**src/rtl/tiny_exec_pkg.sv**
```systemverilog
// Shared constants, opcodes and types for the tiny tensor-core execution datapath.
// Pure declarations: no latency and no flow control.
package tiny_exec_pkg;

    localparam int DATA_W = 4;
    localparam int DIM    = 4;
    localparam int NREGS  = 8;

    localparam logic [7:0] ADD      = 8'h00;
    localparam logic [7:0] SUB      = 8'h01;
    localparam logic [7:0] MUL      = 8'h02;
    localparam logic [7:0] EQL      = 8'h03;
    localparam logic [7:0] GRT      = 8'h04;
    localparam logic [7:0] ADD_IMM  = 8'h09;
    localparam logic [7:0] SUB_IMM  = 8'h0A;
    localparam logic [7:0] MOVE_CPU = 8'h0B;
    localparam logic [7:0] RESET    = 8'h0D;

    typedef logic signed [DATA_W-1:0] data_t;

    typedef enum logic [1:0] {
        ST_COMPUTE = 2'd0,
        ST_DONE    = 2'd1,
        ST_HOLD    = 2'd2
    } mma_state_t;

endpackage

```
**src/rtl/tiny_exec_dot4.sv**
```systemverilog
// Four-term signed dot product, evaluated modulo 2^OUT_W.
// Combinational, zero latency; no flow control.
module tiny_exec_dot4 #(
    parameter int W     = 4,
    parameter int OUT_W = 2 * W + 2
) (
    input  logic [3:0][W-1:0]   a,
    input  logic [3:0][W-1:0]   b,
    output logic [OUT_W-1:0]    dot
);

    logic signed [OUT_W-1:0] ae, be, p;

    // Low OUT_W bits of the sum depend only on the low OUT_W bits of each term.
    always_comb begin
        dot = '0;
        ae  = '0;
        be  = '0;
        p   = '0;
        for (int k = 0; k < 4; k++) begin
            ae  = OUT_W'(signed'(a[k]));
            be  = OUT_W'(signed'(b[k]));
            p   = ae * be;
            dot = dot + p;
        end
    end

endmodule

```
**src/rtl/tiny_exec_unit.sv**
```systemverilog
// Execution datapath: comb ALU + flags, 8-entry register file, 4x4 MMA engine (PARITY_FLAG_EN enables parity).
// ALU/RF reads zero latency, MMA 16 element cycles then tc_done; no backpressure, tc_write_enable_in restarts.
module tiny_exec_unit #(
    parameter int DATA_W = tiny_exec_pkg::DATA_W,
    parameter int NREGS  = tiny_exec_pkg::NREGS,
    parameter int DIM    = tiny_exec_pkg::DIM
) (
    input  logic                             clock_in,
    input  logic                             reset_in,
    input  logic [7:0]                       opcode_in,
    input  logic [DATA_W-1:0]                alu_input1,
    input  logic [DATA_W-1:0]                alu_input2,
    output logic [DATA_W-1:0]                alu_output,
    output logic                             overflow_flag,
    output logic                             carry_flag,
    output logic                             zero_flag,
    output logic                             sign_flag,
    output logic                             parity_flag,
    input  logic                             rf_write_enable_in,
    input  logic [2:0]                       rf_write_addr_in,
    input  logic [DATA_W-1:0]                rf_write_data_in,
    input  logic [2:0]                       rf_read_addr1_in,
    input  logic [2:0]                       rf_read_addr2_in,
    output logic [DATA_W-1:0]                rf_read_data1_out,
    output logic [DATA_W-1:0]                rf_read_data2_out,
    input  logic                             tc_write_enable_in,
    input  logic [DIM*DIM-1:0][DATA_W-1:0]   tc_input1,
    input  logic [DIM*DIM-1:0][DATA_W-1:0]   tc_input2,
    output logic [DIM*DIM-1:0][DATA_W-1:0]   tc_output,
    output logic                             tc_done
);

    import tiny_exec_pkg::*;

    localparam int MSB = DATA_W - 1;

    logic [DATA_W:0]            add_u, sub_u;
    logic signed [2*DATA_W-1:0] mul_a, mul_b, mul_p;
    logic                       mul_ovf;
    logic [DATA_W-1:0]          res;
    logic                       of, cf;

    always_comb begin
        add_u   = {1'b0, alu_input1} + {1'b0, alu_input2};
        sub_u   = {1'b0, alu_input1} - {1'b0, alu_input2};
        mul_a   = (2*DATA_W)'(signed'(alu_input1));
        mul_b   = (2*DATA_W)'(signed'(alu_input2));
        mul_p   = mul_a * mul_b;
        mul_ovf = mul_p != {{DATA_W{mul_p[MSB]}}, mul_p[DATA_W-1:0]};
        res     = '0;
        of      = 1'b0;
        cf      = 1'b0;
        case (opcode_in)
            ADD: begin
                res = add_u[DATA_W-1:0];
                cf  = add_u[DATA_W];
                of  = (alu_input1[MSB] == alu_input2[MSB]) && (res[MSB] != alu_input1[MSB]);
            end
            ADD_IMM:  res = add_u[DATA_W-1:0];
            SUB: begin
                res = sub_u[DATA_W-1:0];
                cf  = sub_u[DATA_W];
                of  = (alu_input1[MSB] != alu_input2[MSB]) && (res[MSB] != alu_input1[MSB]);
            end
            SUB_IMM:  res = sub_u[DATA_W-1:0];
            MUL: begin
                res = mul_p[DATA_W-1:0];
                cf  = mul_ovf;
                of  = mul_ovf;
            end
            EQL:      res = {{(DATA_W-1){1'b0}}, alu_input1 == alu_input2};
            GRT:      res = {{(DATA_W-1){1'b0}}, $signed(alu_input1) > $signed(alu_input2)};
            MOVE_CPU: res = alu_input1;
            RESET:    res = '0;
            default:  res = '0;
        endcase
    end

    assign alu_output    = res;
    assign overflow_flag = of;
    assign carry_flag    = cf;
    assign zero_flag     = (res == '0);
    assign sign_flag     = res[MSB];
`ifdef PARITY_FLAG_EN
    assign parity_flag   = ^res;
`else
    assign parity_flag   = 1'b0;
`endif

    logic [DATA_W-1:0] regs [NREGS];

    always_ff @(posedge clock_in) begin
        if (reset_in) begin
            for (int i = 0; i < NREGS; i++) regs[i] <= '0;
        end else if (rf_write_enable_in) begin
            regs[rf_write_addr_in] <= rf_write_data_in;
        end
    end

    assign rf_read_data1_out = regs[rf_read_addr1_in];
    assign rf_read_data2_out = regs[rf_read_addr2_in];

    mma_state_t           state;
    logic [3:0]           idx;
    logic [1:0]           row, col;
    logic [3:0][DATA_W-1:0] a_row, b_col;
    logic [DATA_W-1:0]    elem;

    assign row = idx[3:2];
    assign col = idx[1:0];

    always_comb begin
        for (int k = 0; k < 4; k++) begin
            a_row[k] = tc_input1[{row, 2'(k)}];
            b_col[k] = tc_input2[{2'(k), col}];
        end
    end

    tiny_exec_dot4 #(.W(DATA_W), .OUT_W(DATA_W)) u_dot4 (
        .a   (a_row),
        .b   (b_col),
        .dot (elem)
    );

    always_ff @(posedge clock_in) begin
        if (reset_in) begin
            state     <= ST_COMPUTE;
            idx       <= '0;
            tc_done   <= 1'b0;
            tc_output <= '0;
        end else if (tc_write_enable_in) begin
            state   <= ST_COMPUTE;
            idx     <= '0;
            tc_done <= 1'b0;
        end else begin
            case (state)
                ST_COMPUTE: begin
                    tc_output[idx] <= elem;
                    idx            <= idx + 4'd1;
                    if (idx == 4'(DIM*DIM-1)) begin
                        state   <= ST_DONE;
                        tc_done <= 1'b1;
                    end
                end
                ST_DONE: begin
                    state   <= ST_HOLD;
                    tc_done <= 1'b0;
                end
                default: begin
                    state   <= ST_HOLD;
                    tc_done <= 1'b0;
                end
            endcase
        end
    end

endmodule

```
**config.mk**
```make
export PLATFORM = sky130hd
export DESIGN_NAME = tiny_exec_unit
export DESIGN_NICKNAME = d
export VERILOG_FILES = /design/src/rtl/tiny_exec_pkg.sv /design/src/rtl/tiny_exec_dot4.sv /design/src/rtl/tiny_exec_unit.sv
export SDC_FILE = /design/constraint.sdc
export NUM_CORES = 1
export LEC_CHECK = 0
export CAP_MARGIN = 10
export CORE_UTILIZATION = 40
export DETAILED_ROUTE_END_ITERATION = 8
export PLACE_DENSITY_LB_ADDON = 0.08
export SLEW_MARGIN = 20
export SYNTH_ARGS = -nofsm -noshare
export SYNTH_HDL_FRONTEND = slang
export SYNTH_HIERARCHICAL = 1
export SYNTH_SLANG_ARGS = --single-unit
```
**constraint.sdc**
```tcl
create_clock -name clock_in -period 8.1 [get_ports clock_in]
set_input_delay 2.43 -clock clock_in [delete_from_list [all_inputs] [get_ports clock_in]]
set_output_delay 2.43 -clock clock_in [all_outputs]
set_load 0.05 [all_outputs]
```
Word level (Yosys, flattened, before mapping)
Memories as Yosys holds them, arrays and structs flattened.
Index checks and enable logic that the tools add are counted.
{"block": "totals", "elab_cells": 103, "out_inout_bits": 82, "ff_bits": 70, "memories": 1, "ram_bits": 32}
{"block": "classes", "add_sub_neg": 6, "multipliers": 5, "n_eq_ne": 15, "reduce_logical": 12, "mux": 32, "bitwise": 2, "n_lt_le_gt_ge": 11}
{"memory": "regs", "words": 8, "width": 4, "read_ports": 2, "rd_ports_with_merged_regs": 0, "write_ports": 8, "line": "tiny_exec_unit.sv:90", "source": "logic [DATA_W-1:0] regs [NREGS];"}
{"op": "4-bit binary-select mux with 2-bit select", "n": 8}
{"op": "64-bit bitwise mux", "n": 1}
{"op": "4-bit 2-to-1 mux", "n": 10}
{"op": "4-bit by 5-bit < comparator with 1-bit output, second input constant", "n": 7}
{"op": "8-bit by 4-bit equality test with 1-bit output, second input constant", "n": 3}
{"op": "4-bit case mux with 6 select lines", "n": 1}
{"op": "4-bit demux with 4-bit select", "n": 1}
{"op": "8-bit by 2-bit equality test with 1-bit output, second input constant", "n": 2}
{"op": "4-bit by 4-bit multiplier with 4-bit output", "n": 4}
{"op": "4-bit adder", "n": 3}
{"op": "8-bit by 1-bit equality test with 1-bit output, second input constant", "n": 1}
{"op": "8-bit by 3-bit equality test with 1-bit output, second input constant", "n": 1}
{"op": "8-bit logical NOT", "n": 1}
{"op": "4-bit by 4-bit multiplier with 8-bit output", "n": 1}
{"op": "1-bit 2-to-1 mux", "n": 6}
{"op": "1-bit case mux with 3 select lines", "n": 2}
{"op": "2-bit OR reduction", "n": 3}
{"op": "4-bit by 4-bit adder with 5-bit output", "n": 1}
{"op": "2-bit by 5-bit < comparator with 1-bit output, second input constant", "n": 1}
{"op": "3-bit by 5-bit < comparator with 1-bit output, second input constant", "n": 1}
{"op": "4-bit by 4-bit subtractor with 5-bit output", "n": 1}
{"op": "4-bit by 1-bit adder with 4-bit output, second input constant", "n": 1}
{"op": "4-bit equality test", "n": 1}
{"op": "4-bit equality test, second input constant", "n": 1}
{"op": "other kinds (15)", "n": 21}

Longest topological paths before layout
{"block": "logic_depth", "word_depth": 7, "depth_mapped": 21, "depth_no_buf": 18}

Modules after synthesis
The synthesis kept the hierarchy.
{"module": "tiny_exec_unit", "instances": 1, "area_per_inst_um2": 6261.0, "cells_each": 562}
{"module": "tiny_exec_dot4", "instances": 1, "area_per_inst_um2": 1182.4, "cells_each": 133}

Worst setup path after synthesis
No wires, ideal clock.
{"block": "synth_timing", "path_kind": "in2out", "start": "input alu_input1[0]", "end": "output zero_flag", "required_ns": 5.670, "slack_ns": -0.932, "path_stages": 10, "arrival_time_ns": 6.602, "cell_sequence": "inv_1 > nand2_1 > fa_1 > fa_1 > inv_1 > fa_1 > ha_1 > a22oi_1 > o22ai_1 > nor4_1"}
{"block": "synth_via", "elab_chain_cells": 3, "word_cells_on_any_way": 7, "cone_classes": "add/sub (2); mul (1); order compare (1); eq/ne (1); mux (1); reduce/logical (1)"}
{"element": "start: declaration", "line": "tiny_exec_unit.sv:11", "source": "input logic [DATA_W-1:0] alu_input1,"}
{"element": "4-bit by 4-bit multiplier with 8-bit output, or another cell as far along", "line": "tiny_exec_unit.sv:48", "source": "mul_p = mul_a * mul_b;"}
{"element": "4-bit case mux with 6 select lines (*)", "line": "tiny_exec_unit.sv:53", "source": "case (opcode_in)"}
{"element": "named net sign_flag", "line": "tiny_exec_unit.sv:17", "source": "output logic sign_flag,"}
{"element": "4-bit logical NOT (*)", "line": "tiny_exec_unit.sv:82", "source": "assign zero_flag = (res == '0);"}
{"element": "end: declaration", "line": "tiny_exec_unit.sv:16", "source": "output logic zero_flag,"}
The timed path passes the listed nets; every way through them passes the cells marked *.

Worst setup path after layout
{"block": "layout_timing", "start": "input alu_input1[0]", "end": "output overflow_flag"}
{"block": "layout_via", "elab_chain_cells": 4, "word_cells_on_any_way": 9, "cone_classes": "add/sub (2); mul (1); eq/ne (3); mux (1); reduce/logical (2)"}
{"element": "branches (longest 3 deep; another with 4-bit by 4-bit multiplier with 8-bit output)"}
{"element": "1-bit case mux with 3 select lines (*)", "line": "tiny_exec_unit.sv:53"}
{"element": "end: declaration", "line": "tiny_exec_unit.sv:14", "source": "output logic overflow_flag,"}
Mark *: on every way between the ends.

==> impl_results.md <==
* Syn. warnings at 6
* Die extent in y at 138.4 µm
* Leading cell type in the layout, fill and taps excluded: clkdlybuf4s50_1
* # H-tree levels at 3
* Placed Area at 10390 µm²
* Worst-skew pair later-pin latency at 0.34 ns
* Async set-reset flop share out of synthesis at 0
* RSZ-0062 raised after global routing: yes
* Clock buffer depth at 2
* Largest family of logic cells by synthesized area: multiplexers
* Placed cell count at 1168
* Hold Crit Depth at 2
* Routability cong. at 0.8571
* DRC at 16
* Core Footprint at 18090 µm²
* Shortest period the worst path allows at 8.640 ns
* Number of diodes at 0
* Routed len/inst at 18.45 µm
* Number of synthesized flops with an enable pin at 32
* Total gr overflow at 0
* Critical Path Fanout Max at 2
* Syn nets at 925
* Worst EP required at 5.67 ns
* Commonest cells after routing, fill and taps aside: clkdlybuf4s50_1 (228), nor2_1 (89), dfxtp_1 (70)
* CTS tree: done
* Least-Margin Pin Slew at 0.9409 ns
* Element type at the critical path end: output pin
* Final Hold Fails at 0
* P_leak at 4.476 nW
* Die area at 19160 µm²
* Nets at 1183
* Yosys cell types at 52
* Final Util at 0.5945
* Synthesized instance count at 695
* Vias at 6181
* Final period utilization at 1.067
* Max capacitance violation total at 0
* Syn Area/Cell at 10.71 µm²
* Startpoint Class: input port
* Total Routed Length at 21.90 mm
* Initial antenna violation count at 0
* Sink Count at 102
* Status: finished with violations
* I/O pin count at 243
* Mapped cell area at 7443 µm²
* Row cnt at 49
* 1st-iter DRT viols at 261
* CTS root buf: clkbuf_16
* Slew Viols, Final at 0
* FMAX at 115.7 MHz
* Peak VDD IR at 0.5378 mV
* Final Non-Filler Cells at 1187
* Simple-Gate Fraction of Synth Area at 0.1614
* Largest net degree at the start of global routing at 81
* Synthesis-to-layout area growth at 44.44%
* Post-Synth XOR/XNOR Area at 0.06152
* Share of cells above drive strength 1 at 0.1639
* Reg2reg path depth at 18
* First-pass GRT wire length at 35.00 mm
* Register area share after synthesis at 0.3174
* Critical path arrival at 6.21 ns
* Top FF cell, synth: dfxtp_1
* Die width at 138.4 µm
* Synth Area in Adders at 0.1415
* Reg-to-reg setup timing slack at 1.89 ns
* Final WS setup at -0.5398 ns
* Crit path kind: input port to output pin
* Remaining antenna violation count at 0
* Pwr dens at 239.7 nW/µm²
* Vias in the first global route at 6535
* Gr usage total at 0.2349
* Hpwl dp at 18.04 mm
* Failing checks: design-rule violations, negative setup slack
* Drt first pass iters at 6
* Synth Area in Compound Gates at 0.03463
* # setup viols final at 2
* Setup tns final at -1.012 ns
* Post-synthesis mux area share at 0.2461
* Vias/cell at 5.207
* Final Cell Area at 10750 µm²
* Hold crit path type: flip-flop to flip-flop
* CTS clk-pin slew, worst paths at 0.07 ns
* Worst Skew at 0.009648 ns
* Buffers on Ports at 241
* Yosys reg bits at 102
* Num CTS Buffers at 9
* Slew Limit Headroom at 0.3719
* Initial Utilization at 0.4116
[path summary, 6_finish.rpt]
path                         to           from
hold reg to reg   tc_output[55]  tc_output[55]
setup / recovery  overflow_flag  alu_input1[0]
hold / removal    tc_output[55]  tc_output[55]
setup reg to reg  tc_output[43]         idx[0]
[routing by layer]
layer	vias to the layer above	part of all wire	global-route usage	routed length, µm
li1	2941	-	-	-
met1	2999	0.39	0.2649	8455
met2	211	0.54	0.4446	11780
met3	30	0.050	0.04087	1102
met4	0	0.026	0.07747	561
met5	-	0	0	0
[worst max-delay path, stage by stage]
cell and delay [ns]:
buf_12 0.11, inv_16 0.05, nand2_4 0.04, fa_1 0.50
fa_1 0.52, inv_2 0.04, fa_1 0.44, ha_2 0.21
fa_2 0.42, nand3_2 0.09, nand2_2 0.05, xnor3_1 0.20
or4_4 0.52, o211ai_2 0.19, a21bo_4 0.25, buf_8 0.14
[sequential cells by signal, indices dropped and copies added, names as in the netlist]
name,cells
tc_output,64
idx,4
state,2
regs,32
[cells in the mapped netlist (all sizes together), types with 24 or more instances]
library cell / count / area, µm²
xnor2: 33 / 289.0
inv: 39 / 146.4
and2: 55 / 345.3
mux2i: 66 / 660.6
fa: 24 / 480.5
ha: 45 / 563.0
nor2: 90 / 337.8
clkbuf: 25 / 93.84
dfxtp: 70 / 1401
edfxtp: 32 / 960.9
mux4: 48 / 1081
nand2: 35 / 133.9
[kinds of logic after synthesis]
logic type / count (synthesis)
simple gates: 244
mux: 122
flops: 102
buf+inv: 71
fa+ha+maj: 70
xor+xnor: 46
compound gates: 39
other cells: 1
[stage by stage]
| step | worst slack [ns] | hold slack, ns | total power [mW] |
|---|---|---|---|
| floorplan | -0.1673 | 0.5530 | 1.495 |
| global placement | -0.9799 | 0.4743 | 2.145 |
| detailed placement | -1.047 | 0.4861 | 2.168 |
| CTS | -0.5165 | 0.5038 | 2.589 |
| global route | -0.6566 | 0.5211 | 2.722 |
| finish | -0.5398 | 0.4962 | 2.577 |
[final cells by class]
type                       instances  area [µm²]
fill                            1495        7335
multi-input combinational        522        4932
timing repair buffer             279        2733
sequential                       102        2362
tap                              229       286.5
clock buffer                      10       229.0
inverter                          39       162.7
clock inverter                     6       46.29
[repair_timing]
item / CTS / global route
pin swaps: 9 / 10
cloned: 0 / 0
hold endpoints to repair: 0 / 0
endpoints found under the setup margin: 5 / 3
resized for setup: 29 / 15
hold buffers: 0 / 0
setup buffers: 3 / 1
[power by group]
part	internal, mW	switching, mW	total [mW]
logic	0.707	0.906	1.61
registers	0.551	0.0157	0.566
clock network	0.211	0.187	0.397
Power figures use the tool's default switching activity.
